===== src/rtl/raw_capture_pkg.sv =====
// +--------------------------------------------------------------------------+
// | raw_capture_pkg : shared types and control/status field map (rev 1.0)    |
// +--------------------------------------------------------------------------+
`default_nettype none

package raw_capture_pkg;

  typedef enum logic [2:0] {
    ST_IDLE    = 3'd0,
    ST_ARMED   = 3'd1,
    ST_DELAY   = 3'd2,
    ST_CAPTURE = 3'd3,
    ST_DONE    = 3'd4
  } state_e;

  localparam int ARM_BIT   = 0;
  localparam int FORCE_BIT = 1;
  localparam int CONT_BIT  = 2;
  localparam int ABORT_BIT = 3;
  localparam int DELAY_LSB = 16;
  localparam int DELAY_MSB = 31;

  localparam int STAT_ARMED    = 0;
  localparam int STAT_BUSY     = 1;
  localparam int STAT_DONE     = 2;
  localparam int STAT_CNT_LSB  = 8;
  localparam int STAT_ADDR_LSB = 16;

  function automatic logic [31:0] pack_status(state_e st, logic [7:0] cnt, logic [15:0] addr);
    logic [31:0] s;
    s = '0;
    s[STAT_ARMED] = (st == ST_ARMED);
    s[STAT_BUSY]  = (st == ST_DELAY) || (st == ST_CAPTURE);
    s[STAT_DONE]  = (st == ST_DONE);
    s[STAT_CNT_LSB +: 8]   = cnt;
    s[STAT_ADDR_LSB +: 16] = addr;
    return s;
  endfunction

endpackage

`default_nettype wire


===== src/rtl/raw_capture_if.sv =====
// +--------------------------------------------------------------------------+
// | raw_capture_if : control/sample inputs and capture BRAM/status outputs   |
// | rev 1.0                                                                  |
// +--------------------------------------------------------------------------+
`default_nettype none

interface raw_capture_if #(
  parameter int ADDR_W = 11,
  parameter int DATA_W = 64
);
  logic [31:0]       ctrl_word;
  logic              sync_in;
  logic              data_valid;
  logic [DATA_W-1:0] data_in;
  logic [ADDR_W-1:0] bram_addr;
  logic [DATA_W-1:0] bram_din;
  logic              bram_we;
  logic [31:0]       status_word;
  logic [31:0]       trig_timestamp;

  modport master (
    output ctrl_word, sync_in, data_valid, data_in,
    input  bram_addr, bram_din, bram_we, status_word, trig_timestamp
  );

  modport slave (
    input  ctrl_word, sync_in, data_valid, data_in,
    output bram_addr, bram_din, bram_we, status_word, trig_timestamp
  );
endinterface

`default_nettype wire


===== src/rtl/raw_capture_edge_det.sv =====
// +--------------------------------------------------------------------------+
// | raw_capture_edge_det : rising-edge detector for W control bits (rev 1.0) |
// +--------------------------------------------------------------------------+
`default_nettype none

module raw_capture_edge_det #(
  parameter int W = 2
) (
  input  logic         clk_i,
  input  logic         rst_ni,
  input  logic [W-1:0] bits_i,
  output logic [W-1:0] rise_o
);

  logic [W-1:0] prev_q;

  always_ff @(posedge clk_i or negedge rst_ni) begin
    if (!rst_ni) prev_q <= '0;
    else         prev_q <= bits_i;
  end

  assign rise_o = bits_i & ~prev_q;

endmodule

`default_nettype wire


===== src/rtl/raw_capture_ctrl.sv =====
// +--------------------------------------------------------------------------+
// | raw_capture_ctrl : raw ADC snapshot sequencer; optional trigger          |
// | timestamp under RAW_CAPTURE_TIMESTAMP_EN (rev 1.0)                       |
// +--------------------------------------------------------------------------+
`default_nettype none

module raw_capture_ctrl
  import raw_capture_pkg::*;
#(
  parameter int ADDR_W = 11,
  parameter int DATA_W = 64
) (
  input  logic          user_clk,
  input  logic          user_rst_n,
  raw_capture_if.slave  cap_if
);

  localparam logic [ADDR_W-1:0] ADDR_LAST = '1;
  localparam logic [ADDR_W-1:0] ADDR_ONE  = ADDR_W'(1);

  state_e            state_q, state_d;
  logic [ADDR_W-1:0] addr_q, addr_d;
  logic [15:0]       dly_q, dly_d;
  logic [7:0]        cnt_q, cnt_d;
  logic              we_q, we_d;
  logic [ADDR_W-1:0] waddr_q;
  logic [DATA_W-1:0] wdata_q;
  logic [31:0]       status_q;

  logic [1:0]  ctrl_rise;
  logic        arm_edge, force_edge, cont, abort, trigger;
  logic [15:0] trig_delay;
  logic        ctrl_unused;

  raw_capture_edge_det #(.W(2)) u_edge_det (
    .clk_i  (user_clk),
    .rst_ni (user_rst_n),
    .bits_i (cap_if.ctrl_word[FORCE_BIT:ARM_BIT]),
    .rise_o (ctrl_rise)
  );

  assign arm_edge    = ctrl_rise[ARM_BIT];
  assign force_edge  = ctrl_rise[FORCE_BIT];
  assign cont        = cap_if.ctrl_word[CONT_BIT];
  assign abort       = cap_if.ctrl_word[ABORT_BIT];
  assign trig_delay  = cap_if.ctrl_word[DELAY_MSB:DELAY_LSB];
  assign trigger     = cap_if.sync_in | force_edge;
  assign ctrl_unused = ^cap_if.ctrl_word[DELAY_LSB-1:ABORT_BIT+1];

  always_comb begin
    state_d = state_q;
    addr_d  = addr_q;
    dly_d   = dly_q;
    cnt_d   = cnt_q;
    we_d    = 1'b0;
    // Abort wins over everything and leaves the address counter for software to read.
    if (abort) begin
      state_d = ST_IDLE;
    end else begin
      case (state_q)
        ST_IDLE: begin
          if (arm_edge) begin
            state_d = ST_ARMED;
            addr_d  = '0;
          end
        end
        ST_ARMED: begin
          if (trigger) begin
            if (trig_delay == 16'd0) begin
              state_d = ST_CAPTURE;
            end else begin
              state_d = ST_DELAY;
              dly_d   = trig_delay;
            end
          end
        end
        ST_DELAY: begin
          if (cap_if.data_valid) begin
            dly_d = dly_q - 16'd1;
            if (dly_q == 16'd1) state_d = ST_CAPTURE;
          end
        end
        ST_CAPTURE: begin
          if (cap_if.data_valid) begin
            we_d   = 1'b1;
            addr_d = addr_q + ADDR_ONE;
            if (addr_q == ADDR_LAST) begin
              state_d = ST_DONE;
              cnt_d   = cnt_q + 8'd1;
            end
          end
        end
        ST_DONE: begin
          if (cont) begin
            state_d = ST_ARMED;
          end else if (arm_edge) begin
            state_d = ST_ARMED;
            addr_d  = '0;
          end
        end
        default: state_d = ST_IDLE;
      endcase
    end
  end

  always_ff @(posedge user_clk or negedge user_rst_n) begin
    if (!user_rst_n) begin
      state_q  <= ST_IDLE;
      addr_q   <= '0;
      dly_q    <= '0;
      cnt_q    <= '0;
      we_q     <= 1'b0;
      waddr_q  <= '0;
      wdata_q  <= '0;
      status_q <= '0;
    end else begin
      state_q  <= state_d;
      addr_q   <= addr_d;
      dly_q    <= dly_d;
      cnt_q    <= cnt_d;
      we_q     <= we_d;
      if (we_d) begin
        waddr_q <= addr_q;
        wdata_q <= cap_if.data_in;
      end
      status_q <= pack_status(state_q, cnt_q, 16'(addr_q));
    end
  end

  assign cap_if.bram_we     = we_q;
  assign cap_if.bram_addr   = waddr_q;
  assign cap_if.bram_din    = wdata_q;
  assign cap_if.status_word = status_q;

`ifdef RAW_CAPTURE_TIMESTAMP_EN
  logic [31:0] ts_cnt_q, ts_q;
  logic        trig_accept;

  assign trig_accept = (state_q == ST_ARMED) && trigger && !abort;

  always_ff @(posedge user_clk or negedge user_rst_n) begin
    if (!user_rst_n) begin
      ts_cnt_q <= '0;
      ts_q     <= '0;
    end else begin
      ts_cnt_q <= ts_cnt_q + 32'd1;
      if (trig_accept) ts_q <= ts_cnt_q;
    end
  end

  assign cap_if.trig_timestamp = ts_q;
`else
  assign cap_if.trig_timestamp = '0;
`endif

endmodule

`default_nettype wire

===== src/flat_wrapper.sv =====
// flat-port wrapper written by rule: the top's interface ports become plain ports
module raw_capture_ctrl_flat import raw_capture_pkg::*;
#(
  parameter int ADDR_W = 11,
  parameter int DATA_W = 64
)
  (user_clk, user_rst_n, cap_if_ctrl_word, cap_if_sync_in, cap_if_data_valid, cap_if_data_in, cap_if_bram_addr, cap_if_bram_din, cap_if_bram_we, cap_if_status_word, cap_if_trig_timestamp);
  raw_capture_if #(.ADDR_W(ADDR_W), .DATA_W(DATA_W)) cap_if_i ();
  input  logic user_clk;
  input  logic user_rst_n;
  input wire logic [$bits(cap_if_i.ctrl_word)-1:0] cap_if_ctrl_word;
  input wire logic [$bits(cap_if_i.sync_in)-1:0] cap_if_sync_in;
  input wire logic [$bits(cap_if_i.data_valid)-1:0] cap_if_data_valid;
  input wire logic [$bits(cap_if_i.data_in)-1:0] cap_if_data_in;
  output wire logic [$bits(cap_if_i.bram_addr)-1:0] cap_if_bram_addr;
  output wire logic [$bits(cap_if_i.bram_din)-1:0] cap_if_bram_din;
  output wire logic [$bits(cap_if_i.bram_we)-1:0] cap_if_bram_we;
  output wire logic [$bits(cap_if_i.status_word)-1:0] cap_if_status_word;
  output wire logic [$bits(cap_if_i.trig_timestamp)-1:0] cap_if_trig_timestamp;
  assign cap_if_i.ctrl_word = cap_if_ctrl_word;
  assign cap_if_i.sync_in = cap_if_sync_in;
  assign cap_if_i.data_valid = cap_if_data_valid;
  assign cap_if_i.data_in = cap_if_data_in;
  assign cap_if_bram_addr = cap_if_i.bram_addr;
  assign cap_if_bram_din = cap_if_i.bram_din;
  assign cap_if_bram_we = cap_if_i.bram_we;
  assign cap_if_status_word = cap_if_i.status_word;
  assign cap_if_trig_timestamp = cap_if_i.trig_timestamp;
  raw_capture_ctrl #(.ADDR_W(ADDR_W), .DATA_W(DATA_W)) u_core (.user_clk(user_clk), .user_rst_n(user_rst_n), .cap_if(cap_if_i));
endmodule

===== config.mk =====
export PLATFORM = sky130hd
export DESIGN_NAME = raw_capture_ctrl_flat
export DESIGN_NICKNAME = d
export VERILOG_FILES = /design/src/rtl/raw_capture_pkg.sv /design/src/rtl/raw_capture_if.sv /design/src/rtl/raw_capture_edge_det.sv /design/src/rtl/raw_capture_ctrl.sv /design/src/flat_wrapper.sv
export SDC_FILE = /design/constraint.sdc
export NUM_CORES = 1
export LEC_CHECK = 0
export ABC_AREA = 1
export BUFFER_PORTS_ARGS = -buffer_cell sky130_fd_sc_hd__buf_2
export CAP_MARGIN = 20
export CORE_ASPECT_RATIO = 1.4
export CORE_UTILIZATION = 46
export CTS_BUF_LIST = sky130_fd_sc_hd__clkbuf_4
export CTS_CLUSTER_SIZE = 30
export DETAILED_ROUTE_END_ITERATION = 8
export PLACE_DENSITY = 0.82
export RECOVER_POWER = 50
export SLEW_MARGIN = 25
export SYNTH_ARGS = -nofsm -noshare
export SYNTH_HDL_FRONTEND = slang
export SYNTH_SLANG_ARGS = --single-unit
export TNS_END_PERCENT = 100

===== constraint.sdc =====
create_clock -name user_clk -period 1.5 [get_ports user_clk]
set_input_delay 0.3 -clock user_clk [delete_from_list [all_inputs] [get_ports user_clk]]
set_output_delay 0.3 -clock user_clk [all_outputs]
set_load 0.01 [all_outputs]

== After elaboration in Yosys (flattened, before gate mapping) ==
Cells that the tools add are included.

* Flip-flop bits (word level): 138
* Output and inout bits: 140

* Reductions and logical operators: 9
* Muxes and demuxes: 21
* Add/subtract/negate cells: 3
* Bitwise logic cells: 4
* Eq/ne operators: 16

{| class="wikitable"
|+ Operators with widths
! kind !! number
|-
| $mux 16 || 3
|-
| $mux 11 || 3
|-
| $pmux 11 s3 || 1
|-
| $pmux 16 s2 || 1
|-
| $mux 3 || 8
|-
| $eq 16x1->1 const B || 1
|-
| $logic_not 16->1 || 1
|-
| $sub 16x1->16 const B || 1
|-
| $pmux 3 s5 || 1
|-
| $add 11x1->11 const B || 1
|-
| $eq 11x11->1 const B || 1
|-
| $reduce_and 5->1 || 2
|-
| $ne 3x2->1 const B || 3
|-
| $add 8x1->8 const B || 1
|-
| $ne 2x2->1 const B || 4
|-
| $reduce_and 4->1 || 2
|-
| $eq 3x2->1 const B || 2
|-
| $ne 3x3->1 const B || 2
|-
| $mux 1 || 4
|-
| $eq 3x1->1 const B || 1
|-
| $eq 3x3->1 const B || 1
|-
| $logic_not 3->1 || 1
|-
| $reduce_bool 3->1 || 1
|-
| $and 2x2->2 || 1
|-
| 6 further kinds || 6
|}

== Depth between registers and ports, before layout ==
* Depth in word-level cells: 6
* Gate-level depth with buffers: 10
* Depth with buffers taken out: 10

== By module ==
A second synthesis with hierarchy kept.

* Cells, all modules: 780
* Area, all modules: 6,404.9 um^2

{| class="wikitable"
|+ Modules (own cells, without submodules)
! module !! area an instance (um^2) !! instances !! cells an instance !! seq. area each (um^2)
|-
| raw_capture_ctrl || 6,334.8 || 1 || 774 || 3,403.3
|-
| raw_capture_edge_det || 70.1 || 1 || 6 || 50.0
|}

== Worst setup path before layout ==
OpenSTA, ideal clock, no wires.

* Path kind: reg-to-reg
* From: reg u_core.addr_q[0]
* To: reg u_core.cnt_q[2]
* Slack: -0.148 ns
* Library setup time: 0.122 ns
* Stages on the path, launching flop included: 10
* Data arrival time: 1.526 ns
* Buffers on the path: 1
* Data required time: 1.378 ns
* Cells stage by stage: dfrtp_1 > ha_1 > inv_1 > nor2_1 > nand3_1 > nor2_1 > nand3_2 > buf_4 > nand2_1 > o21ai_2

* Word-level cells in the longest chain between the ends: 2

{| class="wikitable"
|+ RTL lines
! what !! line !! RTL
|-
| start, declared || raw_capture_ctrl.sv:22 || <nowiki>logic [ADDR_W-1:0] addr_q, addr_d;</nowiki>
|-
| start signal, assigned || raw_capture_ctrl.sv:118 || <nowiki>addr_q <= addr_d;</nowiki>
|-
| $eq 11x11->1 || raw_capture_ctrl.sv:87 || <nowiki>if (addr_q == ADDR_LAST) begin</nowiki>
|-
| $reduce_and 4->1 (no line) || n/a ||
|-
| end signal, assigned || raw_capture_ctrl.sv:120 || <nowiki>cnt_q <= cnt_d;</nowiki>
|-
| end, declared || raw_capture_ctrl.sv:24 || <nowiki>logic [7:0] cnt_q, cnt_d;</nowiki>
|}

Every way passes these cells.
A chain may end at the register's enable or synchronous reset.

== Final worst setup path ==
* From: reg u_core.state_q[1]
* To: reg u_core.dly_q[12]

* Word-level cells in the longest chain between the ends: 3
* Elaborated cells on any way between the ends: 8
* Classes of those cells: eq/ne (5); mux (1); reduce/logical (2)

{| class="wikitable"
|+ RTL lines
! what !! line !! RTL
|-
| start, declared || raw_capture_ctrl.sv:21 || <nowiki>state_e state_q, state_d;</nowiki>
|-
| start signal, assigned || raw_capture_ctrl.sv:117 || <nowiki>state_q <= state_d;</nowiki>
|-
| $eq 3x1->1 or $eq 3x2->1 (tied branches) || raw_capture_ctrl.sv:60 || <nowiki>case (state_q)</nowiki>
|-
| $ne 2x1->1 (no line), or another cell as far along || n/a ||
|-
| $reduce_and 5->1 (no line) || n/a ||
|-
| end signal, assigned || raw_capture_ctrl.sv:119 || <nowiki>dly_q <= dly_d;</nowiki>
|-
| end, declared || raw_capture_ctrl.sv:23 || <nowiki>logic [15:0] dly_q, dly_d;</nowiki>
|}

Parallel ways exist; a longest one is shown, timed or not.

==> results.ini <==
[global_routing]
grt_pass1_vias = 5903
grt_max_degree = 54
grt_pass1_wl_um = 27000
grt_use_total_pct = 24.3
grt_overflow = 0
grt_antenna_before_repair = 1

[logic_synthesis]
synthMostInstantiatedCell = nand2_1
synth_top_area_share_pct = 53.8
synth_seq_cells = 138
netlist_instances = 787
synth_area_leader_cell = dfrtp_1
avgSynthCellArea_um2 = 8.15
seq_area_frac_synth_pct = 53.8
ys.flop_type = dfrtp_1
synth_cell_types = 32
synthTopCellsByArea = dfrtp_1, nand2_1, buf_4
synth_area_um2 = 6410
synth_top_cells_by_count = nand2_1, dfrtp_1, nor2_1, buf_4, inv_1
synth_edf_count = 0
postSynth.asyncResetShare_pct = 100
yosysWarnings = 0

[critical_path]
r2r_cells = 9
critPathCaptureType = flip-flop
required_ps = 1940
max_stage_delay_ps = 420
crit_type = reg -> reg
cp_num_buf_inv = 4
cp_cell_sequence = inv_2 > nor2_4 > buf_4 > nand2_8 > inv_4 > buf_12 > or2_2 > nand3_1 > nand2_1
cp-start-kind = flip-flop
worst-path-max-fanout = 11
slowest_stage = dfrtp_1
crit_family = simple AND/OR/NAND/NOR gates
worstSetupPathDepth = 9
crit_arrival_ps = 1940

[floorplanning]
dieArea_um2 = 14400
die_w_um = 102
core_um2 = 13500
initial_utilization_pct = 47.5
num_io_pins = 240
die_h_um = 142
rows = 50

[power_and_ir_drop]
comb_power_share_pct = 40.1
intPower_w = 0.00812
p_sw_share_pct = 40.6
switchingPower_w = 0.00556
power_density_nw_per_um2 = 1480
vdd_ir_drop_max_mv = 0.814
pwr-share-seq_pct = 42.2
clkPwrFrac_pct = 17.7
power.total_w = 0.0137
power_leakage_nw = 5.06

[finish]
nNetsFinal = 1200
finish.utilization_pct = 68.3
layout-drive-gt1-share_pct = 30.7
fill_cells = 1034
syn_to_final_growth_pct = 43.9

[drt]
drt_iter0_markers = 251
drtAntennaViolNets = 0
routed_wirelength_um = 19700
viasPerCell = 4.90
drc = 0
route.vias.total = 6340
firstDrtPassIters = 5
wl_per_cell_um = 15.2

[clock_tree]
cts_tree = yes
cts_buffers = 17
ctsHtreeMaxLevel = 4
cts_sinks = 138
cts-root-buf = clkbuf_4
cts.path.max_buffers = 2
clk_latency_ps = 550
clk_pin_slew_ps = 130

[timing]
worst_pin_slew_ps = 754
fin_crit_sh_pct = 99.5
setup_viol = 0
final.setup_skew_ps = 20.3
max_freq_mhz = 670
rsz0062_at_grt = yes
drv_slew = 0
tns_ps = 0
relSlewSlack_pct = 49.7
holdWs_ps = 84.5
hold_viol_final = 0
fin_crit_ps = 1490

[hold_path]
hold_class = in -> reg
holdPathStages = 4

[placed_design]
numPortBuffers = 185
hpwl_um = 11200
routabilityCongestion = 0.885

[run_status]
status = finished clean

[run]
max-cap-violations = 0

-- power groups by stage --
stage,clock (W),combinational (W),sequential (W)
finish,0.00242,0.00549,0.00578
global route,0.00265,0.00606,0.00590
CTS,0.00249,0.00473,0.00565
detailed placement,0,0.00455,0.00573
global placement,0,0.00442,0.00569
floorplan,0,0.00214,0.00617
-- final timing paths --
kind                                 startpoint                             to  slack, ps
min in group asynchronous            user_rst_n                u_core.cnt_q[1]        340
max reg2reg                   u_core.state_q[1]               u_core.dly_q[12]          8
min                        cap_if_ctrl_word[22]                u_core.dly_q[6]         80
max                           u_core.state_q[1]               u_core.dly_q[12]          8
max in group asynchronous            user_rst_n              u_core.state_q[2]        200
min reg2reg                   u_core.addr_q[10]  u_core.cap_if.status_word[26]        440
-- worst reg2reg max path, cell delays in order (launching register included) --
cell	delay [ps]
dfrtp_1	420
inv_2	100
nor2_4	50
buf_4	150
nand2_8	90
inv_4	50
buf_12	130
or2_2	270
nand3_1	80
nand2_1	50
-- layout make-up --
class / instances / area, µm² / share of cell area (%)
flip-flops and latches: 138 / 3460 / 37.4
repair buffers: 315 / 2370 / 25.7
well taps: 182 / 228 / 2.47
multi-input cells: 573 / 2680 / 29.0
inverters: 51 / 206 / 2.24
diodes: 3 / 7.51 / 0.0813
clock inverters: 15 / 153 / 1.65
clock buffers: 17 / 128 / 1.38
-- through the flow --
stage	instance area [µm²]	worst slack, ps	std cells
after CTS	8660	-5.16	1268
after detailed placement	7680	-11.1	1166
after global placement	7680	16.9	1166
after global routing	9230	-115	1292
after floorplan	6590	14.1	828
final	9230	7.56	1294
-- sequential cells by signal, summed over array words and instances, names as in the netlist --
| name | flops |
|---|---|
| u_core.dly_q | 16 |
| u_core.cap_if.status_word | 22 |
| u_core.u_edge_det.prev_q | 2 |
| u_core.cap_if.bram_addr | 11 |
| u_core.cnt_q | 8 |
| u_core.addr_q | 11 |
| u_core.cap_if.bram_we | 1 |
| u_core.cap_if.bram_din | 64 |
| u_core.state_q | 3 |
-- cell usage in the layout (no fill, tap or decap), drive strengths merged, types with 5 or more instances in the layout --
master,instances
buf,231
clkbuf,34
conb,42
dfrtp,138
dlygate4sd3,67
inv,59
nand2,341
nand3,42
nand4,11
nor2,60
o21ai,42
or2,9
xor2,5
-- metal layers --
layer / wire [µm] / vias up / track usage [%]
li1: - / 2995 / -
met1: 6900 / 2967 / 26.8
met2: 10300 / 292 / 41.6
met3: 1360 / 86 / 5.81
met4: 1050 / 0 / 15.3
met5: 0 / - / 0
-- cell families after synthesis --
| group | synth area share, % |
|---|---|
| buffers and inverters | 10.0 |
| adders and majority gates | 0.780 |
| xor gates and xnor gates | 1.23 |
| and+or+nand+nor | 29.9 |
| AOI/OAI and AO/OA | 4.15 |
| DFF | 53.8 |
| other | 0.0585 |
-- timing repair --
action	in CTS	in global routing
cloned	0	14
setup buffers	3	10
resized for setup	2	88
hold buffers	67	0
endpoints found under the setup margin	16	102
hold endpoints to repair	204	0
pin swaps	5	17
Power figures use the tool's default switching activity.
